### src/rtl/qpsk_tx_pkg.sv
// Shared definitions for the QPSK transmit sequencer: FSM encoding,
// fill-symbol default and the I/Q bit order inside a symbol.
package qpsk_tx_pkg;

    typedef enum logic [1:0] {
        IDLE  = 2'd0,
        RUN   = 2'd1,
        FLUSH = 2'd2
    } state_t;

    localparam int unsigned IDLE_SYM_DEFAULT = 0;

    // First serial bit of a symbol is I, second is Q.
    localparam int unsigned BIT_I = 0;
    localparam int unsigned BIT_Q = 1;

    function automatic logic [1:0] iq_pack(input logic i_val, input logic q_val);
        logic [1:0] sym;
        sym        = 2'b00;
        sym[BIT_I] = i_val;
        sym[BIT_Q] = q_val;
        return sym;
    endfunction

endpackage

### src/rtl/qpsk_bit_packer.sv
// Serial-to-symbol packer: collects BIT_SYM bits, lowest slot first, and
// exposes a bypass view that includes a bit accepted on the current edge.
module qpsk_bit_packer
    import qpsk_tx_pkg::*;
#(
    parameter int unsigned BIT_SYM = 2
) (
    input  logic               i_clock,
    input  logic               i_reset,
    input  logic               i_enable,
    input  logic               i_discard,
    input  logic               i_take,
    input  logic               i_bit,
    input  logic               i_valid,
    output logic               o_ready,
    output logic               o_complete,
    output logic [BIT_SYM-1:0] o_symbol
);

    localparam int unsigned FILL_W = $clog2(BIT_SYM + 1);

    logic [FILL_W-1:0]  r_fill;
    logic [BIT_SYM-1:0] r_bits;
    logic               w_accept;
    logic [FILL_W-1:0]  w_fill_next;
    logic [BIT_SYM-1:0] w_bits_next;

    assign o_ready     = i_enable && (r_fill < FILL_W'(BIT_SYM));
    assign w_accept    = i_valid && o_ready;
    assign w_fill_next = r_fill + FILL_W'(w_accept);

    genvar gi;
    generate
        for (gi = 0; gi < BIT_SYM; gi++) begin : g_slot
            assign w_bits_next[gi] = (w_accept && (r_fill == FILL_W'(gi))) ? i_bit : r_bits[gi];
        end
    endgenerate

    // Completion counts a bit arriving on this very edge, so a boundary can
    // consume it without a one-symbol underflow.
    assign o_complete = (w_fill_next == FILL_W'(BIT_SYM));
    assign o_symbol   = w_bits_next;

    always_ff @(posedge i_clock) begin
        if (!i_reset) begin
            r_fill <= '0;
            r_bits <= '0;
        end else if (i_discard) begin
            r_fill <= '0;
        end else if (i_take && o_complete) begin
            r_fill <= '0;
            r_bits <= w_bits_next;
        end else begin
            r_fill <= w_fill_next;
            r_bits <= w_bits_next;
        end
    end

endmodule

### src/rtl/qpsk_tx_sequencer.sv
// Sequencer for the QPSK raised-cosine transmit path: sample phase counter,
// symbol strobe, bit packing, and a tap-line flush before returning idle.
module qpsk_tx_sequencer
    import qpsk_tx_pkg::*;
#(
    parameter int unsigned       SPS       = 8,
    parameter int unsigned       SPAN      = 16,
    parameter int unsigned       BIT_SYM   = 2,
    parameter int unsigned       FLUSH_SYM = SPAN + 1,
    parameter logic [BIT_SYM-1:0] IDLE_SYM = BIT_SYM'(IDLE_SYM_DEFAULT)
) (
    input  logic                    i_clock,
    input  logic                    i_reset,
    input  logic                    i_start,
    input  logic                    i_stop,
    input  logic                    i_bit_in,
    input  logic                    i_bit_valid,
    output logic                    o_bit_ready,
    output logic [$clog2(SPS)-1:0]  o_count,
    output logic [BIT_SYM-1:0]      o_symbol,
    output logic                    o_sym_strobe,
    output logic                    o_busy,
    output logic                    o_underflow,
    output logic                    o_done
);

    localparam int unsigned CNT_W = $clog2(SPS);
    localparam int unsigned FL_W  = $clog2(FLUSH_SYM + 1);
    localparam logic [CNT_W-1:0] CNT_LAST = CNT_W'(SPS - 1);

    state_t             r_state;
    logic [CNT_W-1:0]   r_count;
    logic [BIT_SYM-1:0] r_symbol;
    logic               r_sym_strobe;
    logic               r_underflow;
    logic               r_done;
    logic               r_stop_latch;
    logic [FL_W-1:0]    r_flush_cnt;

    state_t             w_state_next;
    logic [CNT_W-1:0]   w_count_next;
    logic [BIT_SYM-1:0] w_symbol_next;
    logic               w_strobe_next;
    logic               w_underflow_next;
    logic               w_done_next;
    logic               w_stop_next;
    logic [FL_W-1:0]    w_flush_next;

    logic               w_wrap;
    logic               w_pk_enable;
    logic               w_pk_discard;
    logic               w_pk_take;
    logic               w_pk_complete;
    logic [BIT_SYM-1:0] w_pk_symbol;

    assign w_wrap      = (r_state != IDLE) && (r_count == CNT_LAST);
    assign w_pk_enable = (r_state == RUN);

    qpsk_bit_packer #(
        .BIT_SYM (BIT_SYM)
    ) u_packer (
        .i_clock    (i_clock),
        .i_reset    (i_reset),
        .i_enable   (w_pk_enable),
        .i_discard  (w_pk_discard),
        .i_take     (w_pk_take),
        .i_bit      (i_bit_in),
        .i_valid    (i_bit_valid),
        .o_ready    (o_bit_ready),
        .o_complete (w_pk_complete),
        .o_symbol   (w_pk_symbol)
    );

    always_comb begin
        w_state_next     = r_state;
        w_count_next     = r_count;
        w_symbol_next    = r_symbol;
        w_strobe_next    = 1'b0;
        w_underflow_next = r_underflow;
        w_done_next      = 1'b0;
        w_stop_next      = r_stop_latch;
        w_flush_next     = r_flush_cnt;
        w_pk_discard     = 1'b0;
        w_pk_take        = 1'b0;

        case (r_state)
            IDLE: begin
                w_count_next = '0;
                if (i_start) begin
                    w_state_next     = RUN;
                    w_underflow_next = 1'b0;
                end
            end
            RUN: begin
                w_count_next = r_count + CNT_W'(1);
                if (i_stop) begin
                    w_stop_next = 1'b1;
                end
                if (w_wrap) begin
                    w_strobe_next = 1'b1;
                    if (r_stop_latch) begin
                        // This boundary is already flush symbol 1.
                        w_state_next  = FLUSH;
                        w_stop_next   = 1'b0;
                        w_pk_discard  = 1'b1;
                        w_symbol_next = IDLE_SYM;
                        w_flush_next  = FL_W'(1);
                    end else begin
                        w_pk_take = 1'b1;
                        if (w_pk_complete) begin
                            w_symbol_next = w_pk_symbol;
                        end else begin
                            w_symbol_next    = IDLE_SYM;
                            w_underflow_next = 1'b1;
                        end
                    end
                end
            end
            FLUSH: begin
                w_count_next = r_count + CNT_W'(1);
                if (w_wrap) begin
                    if (r_flush_cnt == FL_W'(FLUSH_SYM)) begin
                        w_state_next = IDLE;
                        w_count_next = '0;
                        w_done_next  = 1'b1;
                        w_flush_next = '0;
                    end else begin
                        w_symbol_next = IDLE_SYM;
                        w_flush_next  = r_flush_cnt + FL_W'(1);
                        w_strobe_next = 1'b1;
                    end
                end
            end
            default: begin
                w_state_next = IDLE;
                w_count_next = '0;
            end
        endcase
    end

    always_ff @(posedge i_clock) begin
        if (!i_reset) begin
            r_state      <= IDLE;
            r_count      <= '0;
            r_symbol     <= IDLE_SYM;
            r_sym_strobe <= 1'b0;
            r_underflow  <= 1'b0;
            r_done       <= 1'b0;
            r_stop_latch <= 1'b0;
            r_flush_cnt  <= '0;
        end else begin
            r_state      <= w_state_next;
            r_count      <= w_count_next;
            r_symbol     <= w_symbol_next;
            r_sym_strobe <= w_strobe_next;
            r_underflow  <= w_underflow_next;
            r_done       <= w_done_next;
            r_stop_latch <= w_stop_next;
            r_flush_cnt  <= w_flush_next;
        end
    end

    assign o_count      = r_count;
    assign o_symbol     = r_symbol;
    assign o_sym_strobe = r_sym_strobe;
    assign o_busy       = (r_state != IDLE);
    assign o_underflow  = r_underflow;
    assign o_done       = r_done;

endmodule

### config.mk
export PLATFORM = sky130hd
export DESIGN_NAME = qpsk_tx_sequencer
export DESIGN_NICKNAME = d
export VERILOG_FILES = /design/src/rtl/qpsk_tx_pkg.sv /design/src/rtl/qpsk_bit_packer.sv /design/src/rtl/qpsk_tx_sequencer.sv
export SDC_FILE = /design/constraint.sdc
export NUM_CORES = 1
export LEC_CHECK = 0
export ABC_AREA = 1
export CORE_AREA = 2 2 50 52
export CTS_CLUSTER_DIAMETER = 50
export DETAILED_ROUTE_END_ITERATION = 8
export DIE_AREA = 0 0 52 54
export PLACE_DENSITY = 0.83
export SYNTH_ARGS = -nofsm -noshare
export SYNTH_HDL_FRONTEND = slang
export SYNTH_SLANG_ARGS = --single-unit
### constraint.sdc
create_clock -name i_clock -period 3.1 [get_ports i_clock]
set_input_delay 0.62 -clock i_clock [delete_from_list [all_inputs] [get_ports i_clock]]
set_output_delay 0.62 -clock i_clock [all_outputs]
set_load 0.01 [all_outputs]
Word level (Yosys, flattened, before mapping). Index checks and enable logic that the tools add are counted.

Bitwise gates (word level): 1. $lt $le $gt $ge: 1. Shift operators: 0. Div/mod/pow operators: 0. Multiplexer cells: 41. Multipliers: 0. $add $sub $neg: 3. Equality and inequality tests: 14. Reductions and logical operators: 17.

Operator list (count): two-way mux 2 bit (10); two-way mux 5 bit (4); two-way mux 1 bit (19); inequality test 2 bit, second input constant (8); case mux 5 bit (2 select lines) (1); AND reduction 5 bit (2); AND reduction 4 bit (2); logical AND 1 bit (6); two-way mux 3 bit (2); case mux 2 bit (3 select lines) (1); case mux 3 bit (2 select lines) (1); nonzero test 2 bit (3); adder 5 x 1 -> 5 bit, second input constant (1); equality test 5 bit, second input constant (1); equality test 2 x 1 -> 1 bit, second input constant (2); equality test 2 bit, second input constant (2); zero test 2 bit (2); case mux 1 bit (2 select lines) (2); case mux 2 bit (2 select lines) (1); adder 3 x 1 -> 3 bit, second input constant (1); equality test 3 bit, second input constant (1); AND reduction 3 bit (1); OR reduction 3 bit (1); adder 2 x 1 -> 2 bit (1); other kinds (2) (2).

Input bits: 6. Bits in latches: 0. Word-level logic and storage cells: 87. Memory bits (read-only): 0. Flip-flop bits (word level): 20. Output and inout bits: 10. Memory bits (writable): 0. Memories kept: 0.

Depth between registers and ports, before layout. Gate-level depths: netlist of the first run.

Depth in word-level cells: 9. Mapped depth: 10. Gate-level depth less buffers: 10.

Modules after synthesis. A second synthesis of the first run with hierarchy kept.

Cells, all modules: 162. Area, all modules: 1151.1 sq um.

By module, submodules not included: qpsk_tx_sequencer (instances 1, area each 907.1 sq um, sequential area each 320.3 sq um, cells each 124); qpsk_bit_packer (instances 1, area each 244.0 sq um, sequential area each 80.1 sq um, cells each 38).

Worst setup path after synthesis of the first run. OpenSTA, ideal clock, no wires.

Path type: register to output. Start: reg r_state[1]. End: out o_bit_ready. Arrival time: 0.910 ns. Stages on the path, launching flop included: 5. Data required time: 2.480 ns. Buffers on the path: 0. Setup slack: 1.570 ns. Path through: dfxtp_1 inv_1 ha_1 inv_2 nor2_4.

Word-level cells in the longest chain between the ends: 2.

RTL lines: start: declaration (line qpsk_tx_sequencer.sv:31) `state_t r_state;`; start signal: assignment (line qpsk_tx_sequencer.sv:152) `r_state <= w_state_next;`; equality test 2 x 1 -> 1 bit (line qpsk_tx_sequencer.sv:57) `assign w_pk_enable = (r_state == RUN);`; net u_packer.i_enable (line qpsk_bit_packer.sv:10) `input logic i_enable,`; logical AND 1 bit (line qpsk_bit_packer.sv:28) `assign o_ready = i_enable && (r_fill < FILL_W'(BIT_SYM));`; end: declaration (line qpsk_tx_sequencer.sv:18) `output logic o_bit_ready,`.

The timed path passes the listed nets, and every way through them passes these cells.

Worst setup path in the final report of the first run. Ends and elaborated chain as after synthesis.

==> results.txt, run 1 <==
- The number of buffers and inverters on the critical path is 3.
- Using the TritonRoute via totals, the vias-per-cell ratio works out to between 5 and 6.
- Area of the core: about 2300 µm²
- Portion of the post-synthesis area used by sequential elements: 37.6%
- Count of TritonRoute iterations in the first routing pass: 4
* Clock slew seen by the registers of the worst setup and hold paths: between 100 and 150 ps
* Most frequent standard cell in the layout excluding fill and tap cells: sky130_fd_sc_hd__nand2_1
- Dividing the final minimum period by the clock period gives between 80% and 90%.
- The clock net in this run drives a total of 20 sinks.
- The initialized floorplan defines 18 standard-cell rows.
- Aggregate global-route resource usage: 18.1%
- Final-report setup violation count: 0
* Final HPWL from detailed placement: ~1700 µm
- Most used cells in the layout excluding fill and tap cells: sky130_fd_sc_hd__nand2_1 (24), sky130_fd_sc_hd__inv_1 (20), sky130_fd_sc_hd__dfxtp_1 (20)
* Number of post-CTS setup repair buffers: 0
- Internal power consumption: ~510 µW
* Setup TNS after final layout: 0 ps
- For this design the top-level I/O count stands at 16.
- Post-route DRC violation count: 0
- Cell count after synthesis: between 100 and 150
- Power per standard cell area: 600 nW/µm²
- Via count of the first global-routing pass: between 900 and 1,000
- The largest single stage delay on the critical path is roughly 560 ps.
- The hold violation count in the final report was 0.
- P_sw: approximately 270 µW
- TritonCTS built the clock tree.
- Type of element capturing the critical path: primary output
- From bottom edge to top edge, the die measures approximately 54 µm.
- CTS built an H-tree with a depth of 1.
- The longest clock path from root to sink contains 2 buffers.
- On the final layout, the worst clock skew is between 3 and 4 ps.
- Relative contribution of the clock network to total power: between 20 and 30%
- Per report_power, the sequential group accounts for about two fifths of the total.
- Synth top area share: ~38%
* Clock root buffer master: sky130_fd_sc_hd__clkbuf_4
- On the critical path the largest part of the delay comes from buffers and inverters.
- The congestion estimate from routability-driven global placement came to between 0.8 and 0.9.
* Crit path time final: between 2000 and 3000 ps
* Total wire length: roughly 2200 µm
* Max-capacitance violation count: 0
- Clock latency on the worst-skew pair: 310 ps
- The tightest hold path in the finished design has a slack of between 400 and 500 ps.
- The die covers roughly 2800 µm².
- Run status: complete, no violations
- In this run the worst hold path is classified as reg2reg.
- Average cell area after synthesis: between 7 and 8 µm²
- Along the worst path, the maximum fanout reaches 7.
* Count of hold-fix buffers inserted at cts: 0
- Post-synthesis sequential element count: 20
* Number of buffers created by CTS: 3
- Remaining max-slew budget at the tightest pin: 68.8%
- Top cells by area, synth: sky130_fd_sc_hd__dfxtp_1 (38%), sky130_fd_sc_hd__ha_1 (11%), sky130_fd_sc_hd__nand2_1 (8.5%)
- The mapped netlist covers roughly 1100 µm².
* Slowest CP cell: sky130_fd_sc_hd__clkdlybuf4s50_1
- Startpoint type of the worst setup path: flip-flop
- Setup repair after global routing missed its margin: no
* Area growth from synthesis to layout: 22.1%
* Global-route wire length before repair: between 3000 and 4000 µm
- The final layout contains approximately 180 nets.
* Maximum number of pins on one net before global-route repair: 13
- Routed via count: 969
* Reported leakage power: between 0.5 and 0.6 nW
- Per report_power, the combinational group accounts for between 30% and 40% of the total.
- In the final layout, the share of cells above drive strength 1 is approximately a tenth.
- After detailed routing, the average wire length per cell comes to 11.5 µm.
* Peak supply drop: 440 µV
- Number of max-slew violations in the final report: 0
* Starting density of the core: roughly 46%
* Ordered cell list for the critical path: inv_1 -> ha_1 -> inv_2 -> nor2_4 -> clkdlybuf4s50_1
* Count of cell types in the netlist: 24
* Required time at the worst-slack endpoint: 2480 ps
- Actual slew at the worst max-slew pin: 466 ps
- # resized after CTS: 0
- After filler insertion, the fill cell instance count of the layout stands at roughly 230.
- Overflow after GRT: 0
* Critical path class: reg2out
* Count of antenna diodes in the layout: 0
* Ys Warns: 0
- Initial antenna violation count: 0
* Net switching share of the total power: between 30% and 40%
- Antenna Violating Nets Remaining: 0
* First DRT Iteration DRCs: 21
- Port buffering added 15 buffers.
- The largest total area in the synthesized netlist belongs to sky130_fd_sc_hd__dfxtp_1.
- Derived from the worst setup path, the maximum achievable clock frequency is 0.390 GHz.
- Width of the die: 52 µm
- Mapped Nets: around 160
* WP data arrival: 1950 ps
## final cells by class
| type | instances | area (µm²) | area share (%) |
|---|---|---|---|
| inverter | 22 | 85.1 | 6.55 |
| sequential | 20 | 400 | 30.8 |
| clock inverter | 1 | 30.0 | 2.31 |
| timing repair buffer | 15 | 150 | 11.6 |
| tap | 30 | 37.5 | 2.89 |
| multi-input combinational | 100 | 573 | 44.1 |
| clock buffer | 3 | 22.5 | 1.73 |
## synthesized netlist by cell type
cell                       count
sky130_fd_sc_hd__nor2_2        1
sky130_fd_sc_hd__nand4_1       4
sky130_fd_sc_hd__nand2_1      24
sky130_fd_sc_hd__buf_2         1
sky130_fd_sc_hd__a31oi_1       1
sky130_fd_sc_hd__nand2_2       4
sky130_fd_sc_hd__inv_4         1
sky130_fd_sc_hd__dfxtp_1      20
sky130_fd_sc_hd__o211ai_1      1
sky130_fd_sc_hd__inv_2         1
sky130_fd_sc_hd__o21bai_1      1
sky130_fd_sc_hd__o21ai_0       8
sky130_fd_sc_hd__nor2_1       16
sky130_fd_sc_hd__a21oi_1       6
sky130_fd_sc_hd__xor2_1        1
sky130_fd_sc_hd__nor4_1        1
sky130_fd_sc_hd__nor2_4        2
sky130_fd_sc_hd__ha_1          9
sky130_fd_sc_hd__nor3b_1       2
sky130_fd_sc_hd__nand3_1      12
sky130_fd_sc_hd__nor3_2        2
sky130_fd_sc_hd__nor3_1        4
sky130_fd_sc_hd__inv_1        20
sky130_fd_sc_hd__nand3_2       1
## cells by family after synthesis
family / Yosys count / share of synthesized area (%)
adder cells (fa/ha/maj): 9 / 10.6
XOR/XNOR: 1 / 0.824
buffers and inverters: 23 / 8.47
AND/OR/NAND/NOR: 73 / 33.9
flip-flops: 20 / 37.6
AO/OA/AOI/OAI: 17 / 8.59
## per-layer routing
metal	up-vias	GRT usage, %	wire, µm
met5	-	0	0
met4	0	12.7	49
met3	4	2.78	53
met2	21	34.8	1170
met1	446	17.5	932
li1	498	-	-
## power by group through the flow
stage               logic, mW  registers, mW  clock network [mW]
finish                  0.263          0.300               0.216
global route            0.293          0.302               0.219
CTS                     0.260          0.299               0.216
floorplan               0.179          0.302                   0
global placement        0.251          0.302                   0
detailed placement      0.259          0.305                   0
## stage by stage
stage | setup WS (ps) | power, mW | cells | utilization [%] | area [µm²]
after CTS | 556 | 0.775 | 191 | 56.0 | 1300
after global placement | 998 | 0.553 | 187 | 53.7 | 1250
final | 534 | 0.779 | 191 | 56.0 | 1300
after detailed placement | 916 | 0.564 | 187 | 53.7 | 1250
after global routing | 425 | 0.814 | 191 | 56.0 | 1300
after floorplan | 1570 | 0.481 | 143 | - | 1060
## sequential cells by signal (all words and copies together) (netlist names)
name / cells
o_count: 3
u_packer.r_bits: 2
r_state: 2
o_underflow: 1
u_packer.r_fill: 2
r_flush_cnt: 5
o_done: 1
o_sym_strobe: 1
o_symbol: 2
r_stop_latch: 1
## final timing paths
check        slack (ps)  startpoint           to  depth (start not counted)
min                 470  o_count[0]   o_count[0]                          1
max                 530  r_state[1]  o_bit_ready                          5
min reg2reg         470  o_count[0]   o_count[0]                          1
max reg2reg        1410  r_state[0]   r_state[1]                          9
No activity file was read; power rests on OpenSTA's default activity.
==> run 2, diff against run 1 <==
--- a/config.mk
+++ b/config.mk
@@ -6,10 +6,10 @@
 export NUM_CORES = 1
 export LEC_CHECK = 0
 export ABC_AREA = 1
-export CORE_AREA = 2 2 50 52
+export CORE_AREA = 2 2 51 53
 export CTS_CLUSTER_DIAMETER = 50
 export DETAILED_ROUTE_END_ITERATION = 8
-export DIE_AREA = 0 0 52 54
+export DIE_AREA = 0 0 53 55
 export PLACE_DENSITY = 0.83
 export SYNTH_ARGS = -nofsm -noshare
 export SYNTH_HDL_FRONTEND = slang
==> constraint.sdc (replaced) <==
create_clock -name i_clock -period 2.15 [get_ports i_clock]
set_input_delay 0.43 -clock i_clock [delete_from_list [all_inputs] [get_ports i_clock]]
set_output_delay 0.43 -clock i_clock [all_outputs]
set_load 0.01 [all_outputs]
==> results.txt, run 2 (same netlist as run 1, synthesis figures left out) <==
- Setup repair after global routing missed its margin: no
* Largest reg by FF count: r_flush_cnt
* Width of the die: 53 µm (+1.9%)
- The internal power summed over all cells is 661 µW (+30%).
- # resized after CTS: 4 (+4)
* Power per standard cell area: 804 nW/µm² (+34%)
- Clock root buffer master: sky130_fd_sc_hd__clkbuf_4
- Worst setup timing slack at the placement stage: 168 ps (-748 ps)
- Area of all sequential standard cells: 402 µm² (+0.31%)
* Class of the tightest hold or removal check: reg2reg
- The core outline area came to 2360 µm² (+1.9%).
- Post-Layout Cell Count: 192 (+0.52%)
- The post-detailed-route via-to-cell ratio came to 5.16 (+1.7%).
- STA classifies the critical path startpoint as a flip-flop.
- Most frequent standard cell in the layout excluding fill and tap cells: sky130_fd_sc_hd__nand2_1
* Net switching share of the total power: 37.0% (+2.5 points)
* Setup TNS after final layout: 0 ps (unchanged)
* Count of TritonRoute iterations in the first routing pass: 4 (unchanged)
- The overall die area is 2920 µm² (+3.8%).
- The H-tree level count was 1 (unchanged).
* Share of the clock period used by the worst path after layout: 97.5%
- Number of placement rows: 18 (unchanged)
* Crit path time final: 2100 ps
- Most used cells in the layout excluding fill and tap cells: sky130_fd_sc_hd__nand2_1 (24), sky130_fd_sc_hd__inv_1 (19), sky130_fd_sc_hd__dfxtp_1 (19)
* PortBufs: 15 (unchanged)
- Number of sinks on the clock net: 20 (unchanged)
- Max-capacitance violation count: 0 (unchanged)
- P_sw: 388 µW (+45%)
* Last weighted congestion value of the routability-driven placer: 0.798 (-1.1%)
- The number of cells in the design after placement came to 188 (+0.53%).
- Compared with the post-synthesis result, the final layout area differs by 22.8%.
* Remaining max-slew budget at the tightest pin: 79.2% (+10 points)
- The multi-input gate area in the final layout came to 586 µm² (+2.2%).
- Maximum number of pins on one net before global-route repair: 12 (-1)
- STA classifies the critical path endpoint as a primary output.
* Global-route wire length before repair: 3710 µm (+1.3%)
* CTS Buffer Depth: 2 (unchanged)
* Critical path fanouts, max: 4 (-3)
- Number of flip-flops under the largest register name: 5 (unchanged)
- Register share of total power: 41.8% (+3.3 points)
* Number of fillers in the final layout: 237 (+3.5%)
* Final-report hold violation count: 0 (unchanged)
- Starting density of the core: 45.0% (-0.87 points)
- The endpoint arrival time on the critical path came to 1670 ps (-280 ps).
- The worst reg-to-reg path cell count came to 10 (+1).
- The initial DRC count came to 29 (+38%).
- Run status: complete, no violations
- Peak supply drop: 482 µV (+9.6%)
- TritonCTS built the clock tree.
- # IOs: 16 (unchanged)
* Via count of the first global-routing pass: 962 (+5.5%)
- The static leakage power was 0.570 nW (+2.4%).
- Derived from the worst setup path, the maximum achievable clock frequency is 0.477 GHz.
- The number of vias in the routed layout is 991 (+2.3%).
- Clock slew seen by the registers of the worst setup and hold paths: 110 ps (about the same)
* Crit path setup slack, layout: 54.5 ps (-480 ps)
* Die Ht: 55 µm (+1.9%)
- Antenna Violating Nets Remaining: 0 (unchanged)
- Initial antenna violation count: 0 (unchanged)
* Depth of the worst hold-timing path: 1 (unchanged)
* Combinational power share: 37.6% (+3.8 points)
* Actual slew at the worst max-slew pin: 310 ps (-156 ps)
- The post-cts hold buffer count was 0 (unchanged).
- The total length of routed wires was 2230 µm (+1.1%).
* Final-report setup violation count: 0 (unchanged)
- Relative contribution of the clock network to total power: 20.7% (-7.1 points)
* Share of post-route cells with drive strength above 1: 12.3% (+2.4 points)
- The final-layout worst hold slack came to 474 ps (+0.541 ps).
- The total half-perimeter wirelength after legalization and detailed placement came to 1710 µm (-1.4%).
- The number of diodes added for antenna fixing was 0 (unchanged).
- Clock latency on the worst-skew pair: 300 ps (about the same)
- Number of buffers created by CTS: 3 (unchanged)
- The global router's overall resource usage was 17.0% (-1.0 points).
- Required time at the worst-slack endpoint: 1720 ps (-760 ps)
* Number of post-CTS setup repair buffers: 0 (unchanged)
* Worst clock skew: 3.39 ps (-0.541 ps)
* Post-route DRC violation count: 0 (unchanged)
* Overflow after GRT: 0 (unchanged)
- The final-stage net count came to 178 (+0.56%).
* Post-DR wirelength/cell: 11.6 µm (+0.61%)
* Number of max-slew violations in the final report: 0 (unchanged)
- Critical path class: reg2out
==> run 2: worst paths after layout <==
path              start        endpoint  slack (ps)
max          r_state[0]          o_busy          50
min          o_count[0]      o_count[0]         470
max reg2reg  r_state[0]  r_flush_cnt[4]         480
min reg2reg  o_count[0]      o_count[0]         470
==> run 2: per-stage QoR <==
step | cell area, µm² | utilization, % | total power [mW]
2_1_floorplan | 1060 | - | 0.693
3_3_place_gp | 1250 | 53.0 | 0.797
3_5_place_dp | 1250 | 53.0 | 0.814
4_1_cts | 1300 | 55.1 | 1.05
5_1_grt | 1310 | 55.2 | 1.11
6_report | 1310 | 55.2 | 1.05
==> run 2: power groups by stage <==
stage / Combinational (mW) / Sequential, mW / Clock, mW
2_1_floorplan: 0.258 / 0.435 / 0
3_3_place_gp: 0.362 / 0.435 / 0
3_5_place_dp: 0.375 / 0.439 / 0
4_1_cts: 0.391 / 0.437 / 0.225
5_1_grt: 0.438 / 0.441 / 0.236
6_report: 0.394 / 0.438 / 0.217
==> run 2: layout make-up <==
type / instances / share of cell area (%)
Clock buffer: 4 / 2.78
Inverter: 22 / 6.51
Multi-Input combinational cell: 100 / 44.8
Sequential cell: 20 / 30.7
Tap cell: 30 / 2.87
Timing Repair Buffer: 16 / 12.3
==> run 2: critical path, stage by stage, from the launching register on <==
cell and delay (ps):
sky130_fd_sc_hd__dfxtp_2 380, sky130_fd_sc_hd__inv_1 90, sky130_fd_sc_hd__ha_1 240, sky130_fd_sc_hd__inv_1 110, sky130_fd_sc_hd__clkdlybuf4s50_1 550
==> run 2: layer usage <==
metal	GRT usage (%)	part of all wire, %	routed length (µm)	vias to the layer above
met3	2.42	3.1	68	4
met1	18.3	42	937	459
li1	-	-	-	507
met4	6.84	0.67	15	0
met5	0	0	0	-
met2	33.5	54	1210	21
